--- src/rtl/bridge_pkg.sv ---
// ---------------------------------------------------------------------------
// bridge_pkg
// Shared definitions for the MMIO slot bridge:
//   - bridge_state_e : access sequencer states (IDLE / ACCESS / RESP)
//   - BE_FULL        : byte-enable pattern of a full 32-bit word write
//   - clog2()        : ceiling log2 used to size index and counter fields
// ---------------------------------------------------------------------------
package bridge_pkg;

    typedef enum logic [1:0] {
        IDLE   = 2'd0,
        ACCESS = 2'd1,
        RESP   = 2'd2
    } bridge_state_e;

    localparam logic [3:0] BE_FULL = 4'b1111;

    // Smallest width w with 2**w >= value (0 for value <= 1).
    function automatic int clog2(input int value);
        int width;
        width = 0;
        while ((32'sd1 << width) < value) begin
            width = width + 1;
        end
        return width;
    endfunction

endpackage

--- src/rtl/mmio_slot_decoder.sv ---
// ---------------------------------------------------------------------------
// mmio_slot_decoder
// Combinational address decoder for the MMIO slot bridge. Each slot i owns
// the window ((addr & mask_i) == base_i). Windows may overlap; the lowest
// slot index that hits wins.
// Ports:
//   addr      in  32      byte address to decode
//   hit       out 1       some slot claims the address
//   slot      out SLOT_W  index of the winning slot (0 when no hit)
//   word_only out 1       winning slot accepts only full-word writes
// ---------------------------------------------------------------------------
module mmio_slot_decoder
    import bridge_pkg::*;
#(
    parameter int                  NSLOT     = 6,
    parameter int                  SLOT_W    = (NSLOT > 1) ? clog2(NSLOT) : 1,
    parameter logic [NSLOT*32-1:0] SLOT_BASE = '0,
    parameter logic [NSLOT*32-1:0] SLOT_MASK = '0,
    parameter logic [NSLOT-1:0]    SLOT_WORD = '0
) (
    input  logic [31:0]       addr,
    output logic              hit,
    output logic [SLOT_W-1:0] slot,
    output logic              word_only
);

    logic [NSLOT-1:0] hit_vec_s;

    genvar g;
    for (g = 0; g < NSLOT; g++) begin : g_win
        assign hit_vec_s[g] = ((addr & SLOT_MASK[32*g +: 32]) == SLOT_BASE[32*g +: 32]);
    end

    // Priority pick: scanning upwards, only the first hit updates slot/word_only.
    always_comb begin
        hit       = 1'b0;
        slot      = '0;
        word_only = 1'b0;
        for (int i = 0; i < NSLOT; i++) begin
            slot      = (hit_vec_s[i] && !hit) ? SLOT_W'(i)   : slot;
            word_only = (hit_vec_s[i] && !hit) ? SLOT_WORD[i] : word_only;
            hit       = hit | hit_vec_s[i];
        end
    end

endmodule

--- src/rtl/mmio_slot_bridge.sv ---
// ---------------------------------------------------------------------------
// mmio_slot_bridge
// Decodes a CPU data-port access against NSLOT programmable windows and runs
// a registered request/ack handshake with the selected device. Reports bus
// errors for unmapped addresses, partial writes to word-only slots and
// device timeouts. Routes dev_irq[5:0] onto HWInt[7:2] (HWInt[i] here).
//
// Configuration macro: BRIDGE_IRQ_SYNC_EN
//   defined   : dev_irq passes a 2-flop synchroniser before HWInt (2 cycles)
//   undefined : HWInt follows dev_irq combinationally
//
// Ports:
//   clk, reset                 clock, synchronous active-high reset
//   cpu_req/addr/we/be/wdata   CPU access request (sampled in IDLE only)
//   cpu_ready                  one-cycle completion pulse
//   cpu_rdata, cpu_err         response, valid with cpu_ready, held after
//   HWInt[5:0]                 interrupt lines, HWInt[i] = dev_irq[i]
//   dev_sel                    one-hot slot select, held for whole access
//   dev_addr/we/be/wdata       latched request fields for the device
//   dev_ack, dev_rdata         per-slot completion strobe and read data
//   dev_irq                    per-slot level interrupt requests
// ---------------------------------------------------------------------------
module mmio_slot_bridge
    import bridge_pkg::*;
#(
    parameter int                  NSLOT     = 6,
    parameter logic [NSLOT*32-1:0] SLOT_BASE = {32'h00007F50, 32'h00007F40, 32'h00007F30,
                                                32'h00007F20, 32'h00007F10, 32'h00007F00},
    parameter logic [NSLOT*32-1:0] SLOT_MASK = {32'h0000FFF0, 32'h0000FFF0, 32'h0000FFF0,
                                                32'h0000FFF0, 32'h0000FFF0, 32'h0000FFF0},
    parameter logic [NSLOT-1:0]    SLOT_WORD = '0,
    parameter int                  TIMEOUT   = 15
) (
    input  logic                  clk,
    input  logic                  reset,
    input  logic                  cpu_req,
    input  logic [31:0]           cpu_addr,
    input  logic                  cpu_we,
    input  logic [3:0]            cpu_be,
    input  logic [31:0]           cpu_wdata,
    output logic                  cpu_ready,
    output logic [31:0]           cpu_rdata,
    output logic                  cpu_err,
    output logic [5:0]            HWInt,
    output logic [NSLOT-1:0]      dev_sel,
    output logic [29:0]           dev_addr,
    output logic                  dev_we,
    output logic [3:0]            dev_be,
    output logic [31:0]           dev_wdata,
    input  logic [NSLOT-1:0]      dev_ack,
    input  logic [NSLOT*32-1:0]   dev_rdata,
    input  logic [NSLOT-1:0]      dev_irq
);

    localparam int                SLOT_W   = (NSLOT > 1) ? clog2(NSLOT) : 1;
    localparam int                CNT_W    = clog2(TIMEOUT + 1);
    localparam logic [CNT_W-1:0]  CNT_LAST = CNT_W'(TIMEOUT - 1);
    localparam logic [NSLOT-1:0]  SEL_ONE  = NSLOT'(1'b1);

    bridge_state_e      state_r;
    logic [SLOT_W-1:0]  slot_r;
    logic [CNT_W-1:0]   cnt_r;
    logic               cpu_ready_r;
    logic [31:0]        cpu_rdata_r;
    logic               cpu_err_r;
    logic [NSLOT-1:0]   dev_sel_r;
    logic [29:0]        dev_addr_r;
    logic               dev_we_r;
    logic [3:0]         dev_be_r;
    logic [31:0]        dev_wdata_r;

    logic               dec_hit_s;
    logic [SLOT_W-1:0]  dec_slot_s;
    logic               dec_word_s;
    logic               bad_write_s;
    logic               ack_sel_s;
    logic [31:0]        rdata_sel_s;
    logic [5:0]         irq_map_s;

    mmio_slot_decoder #(
        .NSLOT     (NSLOT),
        .SLOT_W    (SLOT_W),
        .SLOT_BASE (SLOT_BASE),
        .SLOT_MASK (SLOT_MASK),
        .SLOT_WORD (SLOT_WORD)
    ) u_decoder (
        .addr      (cpu_addr),
        .hit       (dec_hit_s),
        .slot      (dec_slot_s),
        .word_only (dec_word_s)
    );

    assign bad_write_s = cpu_we && (cpu_be != BE_FULL) && dec_word_s;

    // Ack and read data of the slot latched for the current access only.
    always_comb begin
        ack_sel_s   = 1'b0;
        rdata_sel_s = 32'h0000_0000;
        for (int i = 0; i < NSLOT; i++) begin
            ack_sel_s   = (slot_r == SLOT_W'(i)) ? dev_ack[i]            : ack_sel_s;
            rdata_sel_s = (slot_r == SLOT_W'(i)) ? dev_rdata[32*i +: 32] : rdata_sel_s;
        end
    end

    // Access sequencer: IDLE decodes, ACCESS waits for ack/timeout, RESP pulses cpu_ready.
    always_ff @(posedge clk) begin
        if (reset) begin
            state_r     <= IDLE;
            slot_r      <= '0;
            cnt_r       <= '0;
            cpu_ready_r <= 1'b0;
            cpu_rdata_r <= 32'h0000_0000;
            cpu_err_r   <= 1'b0;
            dev_sel_r   <= '0;
            dev_addr_r  <= 30'h0000_0000;
            dev_we_r    <= 1'b0;
            dev_be_r    <= 4'b0000;
            dev_wdata_r <= 32'h0000_0000;
        end else begin
            case (state_r)
                IDLE: begin
                    cpu_ready_r <= 1'b0;
                    if (cpu_req) begin
                        dev_addr_r  <= cpu_addr[31:2];
                        dev_we_r    <= cpu_we;
                        dev_be_r    <= cpu_be;
                        dev_wdata_r <= cpu_wdata;
                        if (!dec_hit_s || bad_write_s) begin
                            // Rejected without touching any device.
                            state_r     <= RESP;
                            cpu_ready_r <= 1'b1;
                            cpu_err_r   <= 1'b1;
                            cpu_rdata_r <= 32'h0000_0000;
                        end else begin
                            state_r   <= ACCESS;
                            slot_r    <= dec_slot_s;
                            dev_sel_r <= SEL_ONE << dec_slot_s;
                            cnt_r     <= '0;
                        end
                    end else begin
                        state_r <= IDLE;
                    end
                end
                ACCESS: begin
                    if (ack_sel_s) begin
                        state_r     <= RESP;
                        cpu_ready_r <= 1'b1;
                        cpu_err_r   <= 1'b0;
                        cpu_rdata_r <= dev_we_r ? 32'h0000_0000 : rdata_sel_s;
                        dev_sel_r   <= '0;
                    end else if (cnt_r == CNT_LAST) begin
                        // cnt_r counts ACCESS cycles already spent; this is the last allowed one.
                        state_r     <= RESP;
                        cpu_ready_r <= 1'b1;
                        cpu_err_r   <= 1'b1;
                        cpu_rdata_r <= 32'h0000_0000;
                        dev_sel_r   <= '0;
                    end else begin
                        cnt_r <= cnt_r + CNT_W'(1);
                    end
                end
                RESP: begin
                    state_r     <= IDLE;
                    cpu_ready_r <= 1'b0;
                    dev_sel_r   <= '0;
                end
                default: begin
                    state_r     <= IDLE;
                    cpu_ready_r <= 1'b0;
                    dev_sel_r   <= '0;
                end
            endcase
        end
    end

    assign cpu_ready = cpu_ready_r;
    assign cpu_rdata = cpu_rdata_r;
    assign cpu_err   = cpu_err_r;
    assign dev_sel   = dev_sel_r;
    assign dev_addr  = dev_addr_r;
    assign dev_we    = dev_we_r;
    assign dev_be    = dev_be_r;
    assign dev_wdata = dev_wdata_r;

    // Only slots 0..5 own an interrupt line; missing slots tie their line low.
    genvar g;
    for (g = 0; g < 6; g++) begin : g_irq
        if (g < NSLOT) begin : g_on
            assign irq_map_s[g] = dev_irq[g];
        end else begin : g_off
            assign irq_map_s[g] = 1'b0;
        end
    end

`ifdef BRIDGE_IRQ_SYNC_EN
    logic [5:0] irq_meta_r;
    logic [5:0] irq_sync_r;

    // Two-flop synchroniser for asynchronous device interrupt levels.
    always_ff @(posedge clk) begin
        if (reset) begin
            irq_meta_r <= 6'b000000;
            irq_sync_r <= 6'b000000;
        end else begin
            irq_meta_r <= irq_map_s;
            irq_sync_r <= irq_meta_r;
        end
    end

    assign HWInt = irq_sync_r;
`else
    assign HWInt = irq_map_s;
`endif

endmodule

--- config.mk ---
export PLATFORM = sky130hd
export DESIGN_NAME = mmio_slot_bridge
export DESIGN_NICKNAME = d
export VERILOG_FILES = /design/src/rtl/bridge_pkg.sv /design/src/rtl/mmio_slot_decoder.sv /design/src/rtl/mmio_slot_bridge.sv
export SDC_FILE = /design/constraint.sdc
export NUM_CORES = 1
export LEC_CHECK = 0
export ABC_AREA = 1
export BUFFER_PORTS_ARGS = -buffer_cell sky130_fd_sc_hd__buf_2
export CAP_MARGIN = 25
export CORE_AREA = 2 2 152 154
export CTS_BUF_LIST = sky130_fd_sc_hd__clkbuf_4 sky130_fd_sc_hd__clkbuf_8
export CTS_CLUSTER_SIZE = 40
export DETAILED_ROUTE_END_ITERATION = 10
export DIE_AREA = 0 0 154 156
export SLEW_MARGIN = 20
export SYNTH_ARGS = -nofsm -noshare
export SYNTH_HDL_FRONTEND = slang
export SYNTH_HIERARCHICAL = 1
export SYNTH_SLANG_ARGS = --single-unit
--- constraint.sdc ---
create_clock -name clk -period 4.35 [get_ports clk]
set_input_delay 1.305 -clock clk [delete_from_list [all_inputs] [get_ports clk]]
set_output_delay 1.305 -clock clk [all_outputs]
set_load 0.02 [all_outputs]
### Word level (Yosys, flattened, before mapping)

Index checks and enable logic that the tools add are counted.

* input bits: 276
* word-level logic and storage cells: 102
* output and inout port bits: 113
* flip-flop bits (word level): 116

* mux-type cells: 47
* shift operators: 1
* add/sub/neg operators: 1
* reductions and logical operators: 18
* equality and inequality tests: 19
* bitwise operators: 5

Operator list (count)
* 32-bit 2-to-1 mux: 11
* 12-bit by 11-bit equality test with 1-bit output (second input constant): 6
* 32-bit case mux with 2 select lines: 1
* 6-bit 2-to-1 mux: 4
* 4-bit 2-to-1 mux: 4
* 1-bit 2-to-1 mux: 14
* 3-bit 2-to-1 mux: 4
* 6-bit case mux with 2 select lines: 1
* 2-bit inequality test (second input constant): 5
* 2-bit 2-to-1 mux: 4
* 4-bit case mux with 2 select lines: 1
* 3-bit by 2-bit equality test with 1-bit output (second input constant): 2
* 3-bit equality test (second input constant): 2
* 3-bit AND reduction: 2
* 1-bit by 3-bit left shift with 6-bit output (first input constant): 1
* 1-bit logical AND: 5
* 1-bit zero test: 5
* 1-bit bitwise OR: 5
* 5-bit AND reduction: 1
* 4-bit by 1-bit adder with 4-bit output (second input constant): 1
* 4-bit equality test (second input constant): 1
* 1-bit case mux with 2 select lines: 2
* 2-bit case mux with 2 select lines: 1
* 4-bit AND reduction: 1
* other kinds (7): 7

### Longest topological paths before layout

Gate-level depths: netlist of run 1.

* depth in word-level cells: 12
* mapped depth: 13
* depth with buffers taken out: 12

### Hierarchy

The synthesis of run 1 kept the hierarchy.

By module, submodules not included
* mmio_slot_bridge: area an instance 6035.8 um2, cells an instance 971, sequential area each 2302.2 um2, instances 1
* mmio_slot_decoder: area an instance 141.4 um2, cells an instance 25, sequential area each 0.0 um2, instances 1

### Least setup slack after synthesis of run 1

No wires, ideal clock.

* path kind: input to output
* from: in dev_irq[0]
* to: out HWInt[0]
* required time: 3.045 ns
* arrival time: 1.439 ns
* setup slack: 1.606 ns
* stages on the path: 1
* cell sequence: buf_4

RTL lines
* start, declared: RTL line mmio_slot_bridge.sv:52 `input logic [NSLOT-1:0] dev_irq`
* end, declared: RTL line mmio_slot_bridge.sv:44 `output logic [5:0] HWInt,`

No word-level cell between the ends.

### Final worst setup path of run 1

* from: reg slot_r[0]
* to: reg cpu_rdata_r[11], in the netlist cpu_rdata[11]

* longest elaborated chain between the ends: 10

RTL lines
* start, declared: RTL line mmio_slot_bridge.sv:61 `logic [SLOT_W-1:0] slot_r;`
* start signal, assigned: RTL line mmio_slot_bridge.sv:136 `slot_r <= dec_slot_s;`
* 3-bit zero test: RTL line mmio_slot_bridge.sv:100, mmio_slot_bridge.sv:101
* 32-bit 2-to-1 mux (6 in a row): RTL line mmio_slot_bridge.sv:101 `rdata_sel_s = (slot_r == SLOT_W'(i)) ? dev_rdata[32*i +: 32] : rdata_sel_s;`
* 32-bit 2-to-1 mux: RTL line mmio_slot_bridge.sv:149 `cpu_rdata_r <= dev_we_r ? 32'h0000_0000 : rdata_sel_s;`
* 32-bit 2-to-1 mux: RTL line mmio_slot_bridge.sv:145 `if (ack_sel_s) begin`
* 32-bit case mux with 2 select lines: RTL line mmio_slot_bridge.sv:120 `case (state_r)`
* end signal, assigned: RTL line mmio_slot_bridge.sv:149
* end, declared: RTL line mmio_slot_bridge.sv:64 `logic [31:0] cpu_rdata_r;`

Parallel ways exist; a longest one is shown, timed or not.
A chain may end at the register's enable or synchronous reset.

==> flow_summary.toml, run 1 <==
[finish]
instances_no_fill = 1635
final.fill_count = 2478
syn_to_final_growth_pct = 39.27
drive_gt1_share_pct = 34.10
nets = 1611
regArea_um2 = 2302
fin_area_um2 = 8603
multi_input_area_um2 = 3372

[synth]
synthArstFlopShare_pct = 0
seq_area_frac_synth_pct = 37.27
synth_top_area_share_pct = 37.27
synth_edf_count = 0
ys_seq_elements = 115
syn_area_um2 = 6177
syn_nets = 1274
synth.avg_cell_area_um2 = 6.202
synthTopCellsByArea = "dfxtp_1, nand2_1, nor2_1"
syn-instance-count = 996
yosys.area.top_type = "dfxtp_1"
yosysWarnings = 6
ys.flop_type = "dfxtp_1"
synth_cell_type_count = 29

[routing]
via_per_inst = 4.638
drt_wl_total_um = 25190
drc = 0
vias = 7583
first_pass_iters = 5
drt_first_iter_violations = 442
ant_nets = 0
avgRoutedWirePerCell_um = 15.41

[die]
die_x_um = 154
core_area_um2 = 22370
die_h_um = 156
rows = 55
initial_utilization_pct = 27.62
die_area_um2 = 24020
io_pins = 389

[hold_path]
hold_path_class = "register to register"

[sta]
fmax_mhz = 335.1
setup_violations = 0
rsz0062_at_grt = "no"
timing.final.crit_period_ns = 2.984
holdWs_ns = 0.4615
finalCritPeriodShare_pct = 68.60
maxSlewViolCount = 0
hold_viol = 0
tightestPinTransition_ns = 0.8771
max_slew_margin_pct = 41.44
tns_ns = 0
fin_skew_ns = 0.01134

[place]
dpl_cell_area_um2 = 8203
io_buffers = 374
dp.cells = 1599
gp_congestion = 0.8567
place_hpwl_um = 18530

[critical_path]
cp_max_fo = 34
max_stage_delay_ns = 0.60
path_buf_inv = 3
required_ns = 4.71
crit_path_start_kind = "register"
slowest_stage = "dfxtp_1"
endpoint_kind = "register"
path_cells = "inv_2 -> nor3_4 -> buf_4 -> inv_2 -> or2_1 -> nand2_2 -> nand2_2 -> nand2_4 -> nand2_1 -> a21oi_1"
worstSetupPathType = "register to register"
path_delay_family = "simple AND/OR/NAND/NOR gates"
crit_arrival_ns = 3.35

[grt]
grt_first_pass_wirelength_um = 37990
grt_overflow_total = 0
antenna_found_initial = 6
grt_pass1_vias = 7187
grt_start_max_net_pins = 68
grt.total_usage_pct = 20.17

[power]
ir_drop_v = 0.0001834
cellLeakagePower_nw = 4.568
power_density_nw_per_um2 = 300.6

[clocking]
cts_root_buffer = "clkbuf_8"
cts_made_buffers = 17
clkTransAtPathRegs_ns = 0.08
clk_latency_ns = 0.44
htree_levels = 4
postCtsSetupBuffers = 0
clockBufferDepth = 2
cts_tree = "done"
cts_resized = 0
cts_hold_buf = 0
cts.sinks = 115

[run_status]
outcome = "finished, final reports clean"

[job]
cap_violations = 0
==> cell usage after synthesis, types with 4 or more instances <==
| cell | n |
|---|---|
| or2_2 | 11 |
| nand4_1 | 10 |
| o21ai_0 | 84 |
| nand3_1 | 58 |
| a21oi_1 | 97 |
| inv_2 | 8 |
| buf_2 | 10 |
| nand2_1 | 234 |
| inv_1 | 48 |
| dfxtp_1 | 115 |
| nor2_1 | 232 |
| buf_4 | 9 |
| clkbuf_1 | 41 |
| buf_1 | 4 |
| nor2_4 | 4 |
| nand2_2 | 6 |
==> through the flow <==
| step | utilization (%) | power, mW | worst slack, ns |
|---|---|---|---|
| after global placement | 36.61 | 1.598 | 1.213 |
| after floorplan | - | 1.385 | 1.606 |
| after detailed placement | 36.68 | 1.599 | 1.234 |
| after CTS | 38.42 | 2.623 | 1.376 |
| after global routing | 38.46 | 2.730 | 1.096 |
| final | 38.47 | 2.586 | 1.366 |
==> sequential cells by signal, summed over array words and instances, names as in the netlist <==
| register | count |
|---|---|
| dev_wdata | 32 |
| dev_sel | 6 |
| dev_addr | 30 |
| state_r | 2 |
| dev_be | 4 |
| slot_r | 3 |
| cpu_rdata | 32 |
| cnt_r | 4 |
| dev_we | 1 |
| cpu_err | 1 |
==> worst min-delay path: cells and delay by family (launching register included) <==
family / cells / cell delay [ns]
compound gates: 1 / 0.05
flops: 1 / 0.31
simple gates: 1 / 0.06
==> power by group <==
part           switching [mW]  internal [mW]
clock network           0.528          0.484
logic                   0.258          0.179
registers              0.0290           1.11
total                   0.815           1.77
==> cells in the final DEF, fill, tap and decap left out <==
cell type	netlist	layout
buf_2	10	374
clkinvlp_4	0	3
nand2_2	6	6
nor3_4	1	3
nor3_1	3	3
clkinv_4	0	3
xor2_1	2	2
inv_2	8	9
conb_1	1	1
buf_4	9	10
a21oi_2	1	1
o21bai_1	3	3
o21ai_0	84	84
inv_8	0	1
nor2_2	3	3
nand2_4	1	1
or2_2	11	11
nand3_2	1	1
nand4_1	10	10
nand3_1	58	58
nand2_1	234	234
inv_6	0	6
diode_2	0	4
ha_1	2	2
nor2_4	4	6
a21oi_1	97	97
buf_8	0	1
nor3_2	3	1
inv_1	48	47
bufinv_16	0	1
dfxtp_1	115	115
clkbuf_8	0	18
nor2_1	232	230
or2_1	1	1
==> kinds of logic after synthesis <==
logic type      share of synthesized area, %
other cells                          0.06071
compound gates                         15.17
fa+ha+maj                             0.4050
flops                                  37.27
xor+xnor                              0.2836
buf+inv                                8.588
simple gates                           38.22
==> final timing paths <==
path	slack (ns)	endpoint	cells past startpoint	startpoint
worst max-delay path	1.37	cpu_rdata[11]	10	slot_r[0]
worst min-delay path	0.46	cpu_rdata[23]	2	cpu_rdata[23]
worst max register to register	1.37	cpu_rdata[11]	10	slot_r[0]
worst min register to register	0.46	cpu_rdata[23]	2	cpu_rdata[23]
==> final cells by class <==
cell class / instances / area share, %
diodes: 4 / 0.1163
clock buffers: 18 / 2.880
clock inverters: 14 / 1.658
inverters: 56 / 2.443
multi-input cells: 758 / 39.19
flip-flops and latches: 115 / 26.76
well taps: 285 / 4.145
repair buffers: 385 / 22.80
==> routing by layer <==
metal | share of wire (%) | vias up | GRT usage [%]
met5 | 0.052 | - | 0
met4 | 1.9 | 2 | 7.566
met3 | 7.8 | 24 | 5.056
met2 | 48 | 313 | 35.17
met1 | 42 | 3403 | 23.94
li1 | - | 3841 | -
Power figures use the tool's default switching activity.
==> run 2, diff against run 1 <==
--- a/config.mk
+++ b/config.mk
@@ -8,11 +8,11 @@
 export ABC_AREA = 1
 export BUFFER_PORTS_ARGS = -buffer_cell sky130_fd_sc_hd__buf_2
 export CAP_MARGIN = 25
-export CORE_AREA = 2 2 152 154
+export CORE_AREA = 2 2 149 151
 export CTS_BUF_LIST = sky130_fd_sc_hd__clkbuf_4 sky130_fd_sc_hd__clkbuf_8
 export CTS_CLUSTER_SIZE = 40
 export DETAILED_ROUTE_END_ITERATION = 10
-export DIE_AREA = 0 0 154 156
+export DIE_AREA = 0 0 151 153
 export SLEW_MARGIN = 20
 export SYNTH_ARGS = -nofsm -noshare
 export SYNTH_HDL_FRONTEND = slang
==> constraint.sdc (replaced) <==
create_clock -name clk -period 2.9 [get_ports clk]
set_input_delay 0.87 -clock clk [delete_from_list [all_inputs] [get_ports clk]]
set_output_delay 0.87 -clock clk [all_outputs]
set_load 0.02 [all_outputs]
==> flow_summary.toml, run 2 (synthesis gave the netlist of run 1 again) <==
[run_status]
outcome = "finished, final reports clean"

[power]
ir_drop_v = 0.0002653
p_total_mw = 3.855
switchingPower_mw = 1.209
p_sw_share_pct = 31.36
power_density_nw_per_um2 = 447.0
cellLeakagePower_nw = 4.595
seq_power_share_pct = 44.2
power.internal_mw = 2.646
pwr-share-clk_pct = 38.7
power_frac_comb_pct = 17.1

[place]
gp_congestion = 0.8604
place_hpwl_um = 18640
place_ws_ns = 0.4674
io_buffers = 374

[routing]
drc = 0
route.met2.wl_um = 11840
via_per_inst = 4.661
ant_nets = 0
drt_wl_total_um = 24980
drt-met1-wl_um = 10120
wl_met3_um = 2562
first_pass_iters = 4
vias = 7626
avgRoutedWirePerCell_um = 15.27
highest_layer = "met5"
drt_first_iter_violations = 257

[die]
die_h_um = 153
initial_utilization_pct = 28.75
die_x_um = 151
rows = 54
die_area_um2 = 23100
core_area_um2 = 21490
io_pins = 389

[grt]
grt_start_max_net_pins = 67
grt_first_pass_wirelength_um = 37760
grt.total_usage_pct = 21.03
grt_pass1_vias = 7184
antenna_found_initial = 7
grt_overflow_total = 0

[finish]
syn_to_final_growth_pct = 39.60
nets = 1617
drive_gt1_share_pct = 34.39
mostFrequentLayoutCells = "buf_2, nand2_1, nor2_1, dfxtp_1, a21oi_1"
final.fill_count = 2387
final_common_cell = "buf_2"
final_core_util_pct = 40.14

[clocking]
cts_root_buffer = "clkbuf_8"
clockBufferDepth = 2
cts_made_buffers = 17
cts_hold_buf = 0
cts_tree = "done"
postCtsSetupBuffers = 0
cts.sinks = 115
clkTransAtPathRegs_ns = 0.09
cts_resized = 0
htree_levels = 4
clk_latency_ns = 0.44

[sta]
tns_ns = 0
fin_skew_ns = 0.01509
rsz0062_at_grt = "no"
finalCritPeriodShare_pct = 82.67
hold_viol = 0
setup_slack_ns = 0.5027
maxSlewViolCount = 0
timing.final.crit_period_ns = 2.397
setup_violations = 0
tightestPinTransition_ns = 0.9634
max_slew_margin_pct = 35.77
fmax_mhz = 417.1
holdWs_ns = 0.4536

[hold_path]
hold_path_depth = 2
worstHoldStart = "cpu_err"
holdPathEnd = "cpu_err"
hold_path_class = "register to register"

[critical_path]
max_stage_delay_ns = 0.62
required_ns = 3.26
timing.reg2reg.worst_path_depth = 9
reg2reg_slack_ns = 0.50
crit_path_start_kind = "register"
crit_arrival_ns = 2.76
worstSetupPathType = "register to register"
crit_path_frequent_cell = "nand2_1"
endpoint_kind = "register"
slowest_stage = "dfxtp_1"
timing.rr.end = "cpu_rdata[25]"
r2r_start = "slot_r[0]"
path_cells = "inv_2 -> nand2_1 -> buf_4 -> nor2_1 -> nor2_1 -> nand2_1 -> a21oi_1 -> nand2_1 -> a21oi_1"
cp_max_fo = 15

[job]
cap_violations = 0
[run 2: final cells by class]
class	count	area [µm²]	area share (%)
diodes	4	10.01	0.1161
clock buffers	18	241.5	2.800
clock inverters	14	142.6	1.654
inverters	56	210.2	2.438
multi-input cells	758	3367	39.05
flip-flops and latches	115	2302	26.70
well taps	280	350.3	4.063
repair buffers	391	1999	23.19
[run 2: power by group through the flow]
stage | clock network (mW) | registers, mW | logic [mW]
floorplan | 0 | 1.84 | 0.241
CTS | 1.56 | 1.70 | 0.667
finish | 1.49 | 1.70 | 0.660
global placement | 0 | 1.74 | 0.661
global route | 1.63 | 1.71 | 0.734
detailed placement | 0 | 1.74 | 0.665
[run 2: through the flow]
stage                     area [µm²]  cells
final                           8623   1636
after global routing            8618   1634
after CTS                       8613   1632
after detailed placement        8229   1600
after global placement          8229   1600
after floorplan                 6177    996
[run 2: critical path, delay by kind of cell (launching register included)]
kind	cells	cell delay, ns
flip-flops	1	0.62
AND/OR/NAND/NOR	5	0.81
buffers and inverters	2	0.48
AO/OA/AOI/OAI	2	0.42
[run 2: how the worst max path moves through the flow]
stage / end / from
after floorplan: dev_sel[1] / cpu_addr[10]
after global placement: dev_be[2] / cpu_req
after detailed placement: dev_addr[0] / cpu_req
after CTS: cpu_rdata[5] / slot_r[1]
after global routing: cpu_rdata[6] / slot_r[1]
final: cpu_rdata[25] / slot_r[0]
[run 2: layer usage]
| metal | up-vias | track usage, % |
|---|---|---|
| met5 | - | 0 |
| li1 | 3856 | - |
| met2 | 342 | 35.80 |
| met3 | 28 | 6.776 |
| met4 | 4 | 6.943 |
| met1 | 3396 | 24.85 |
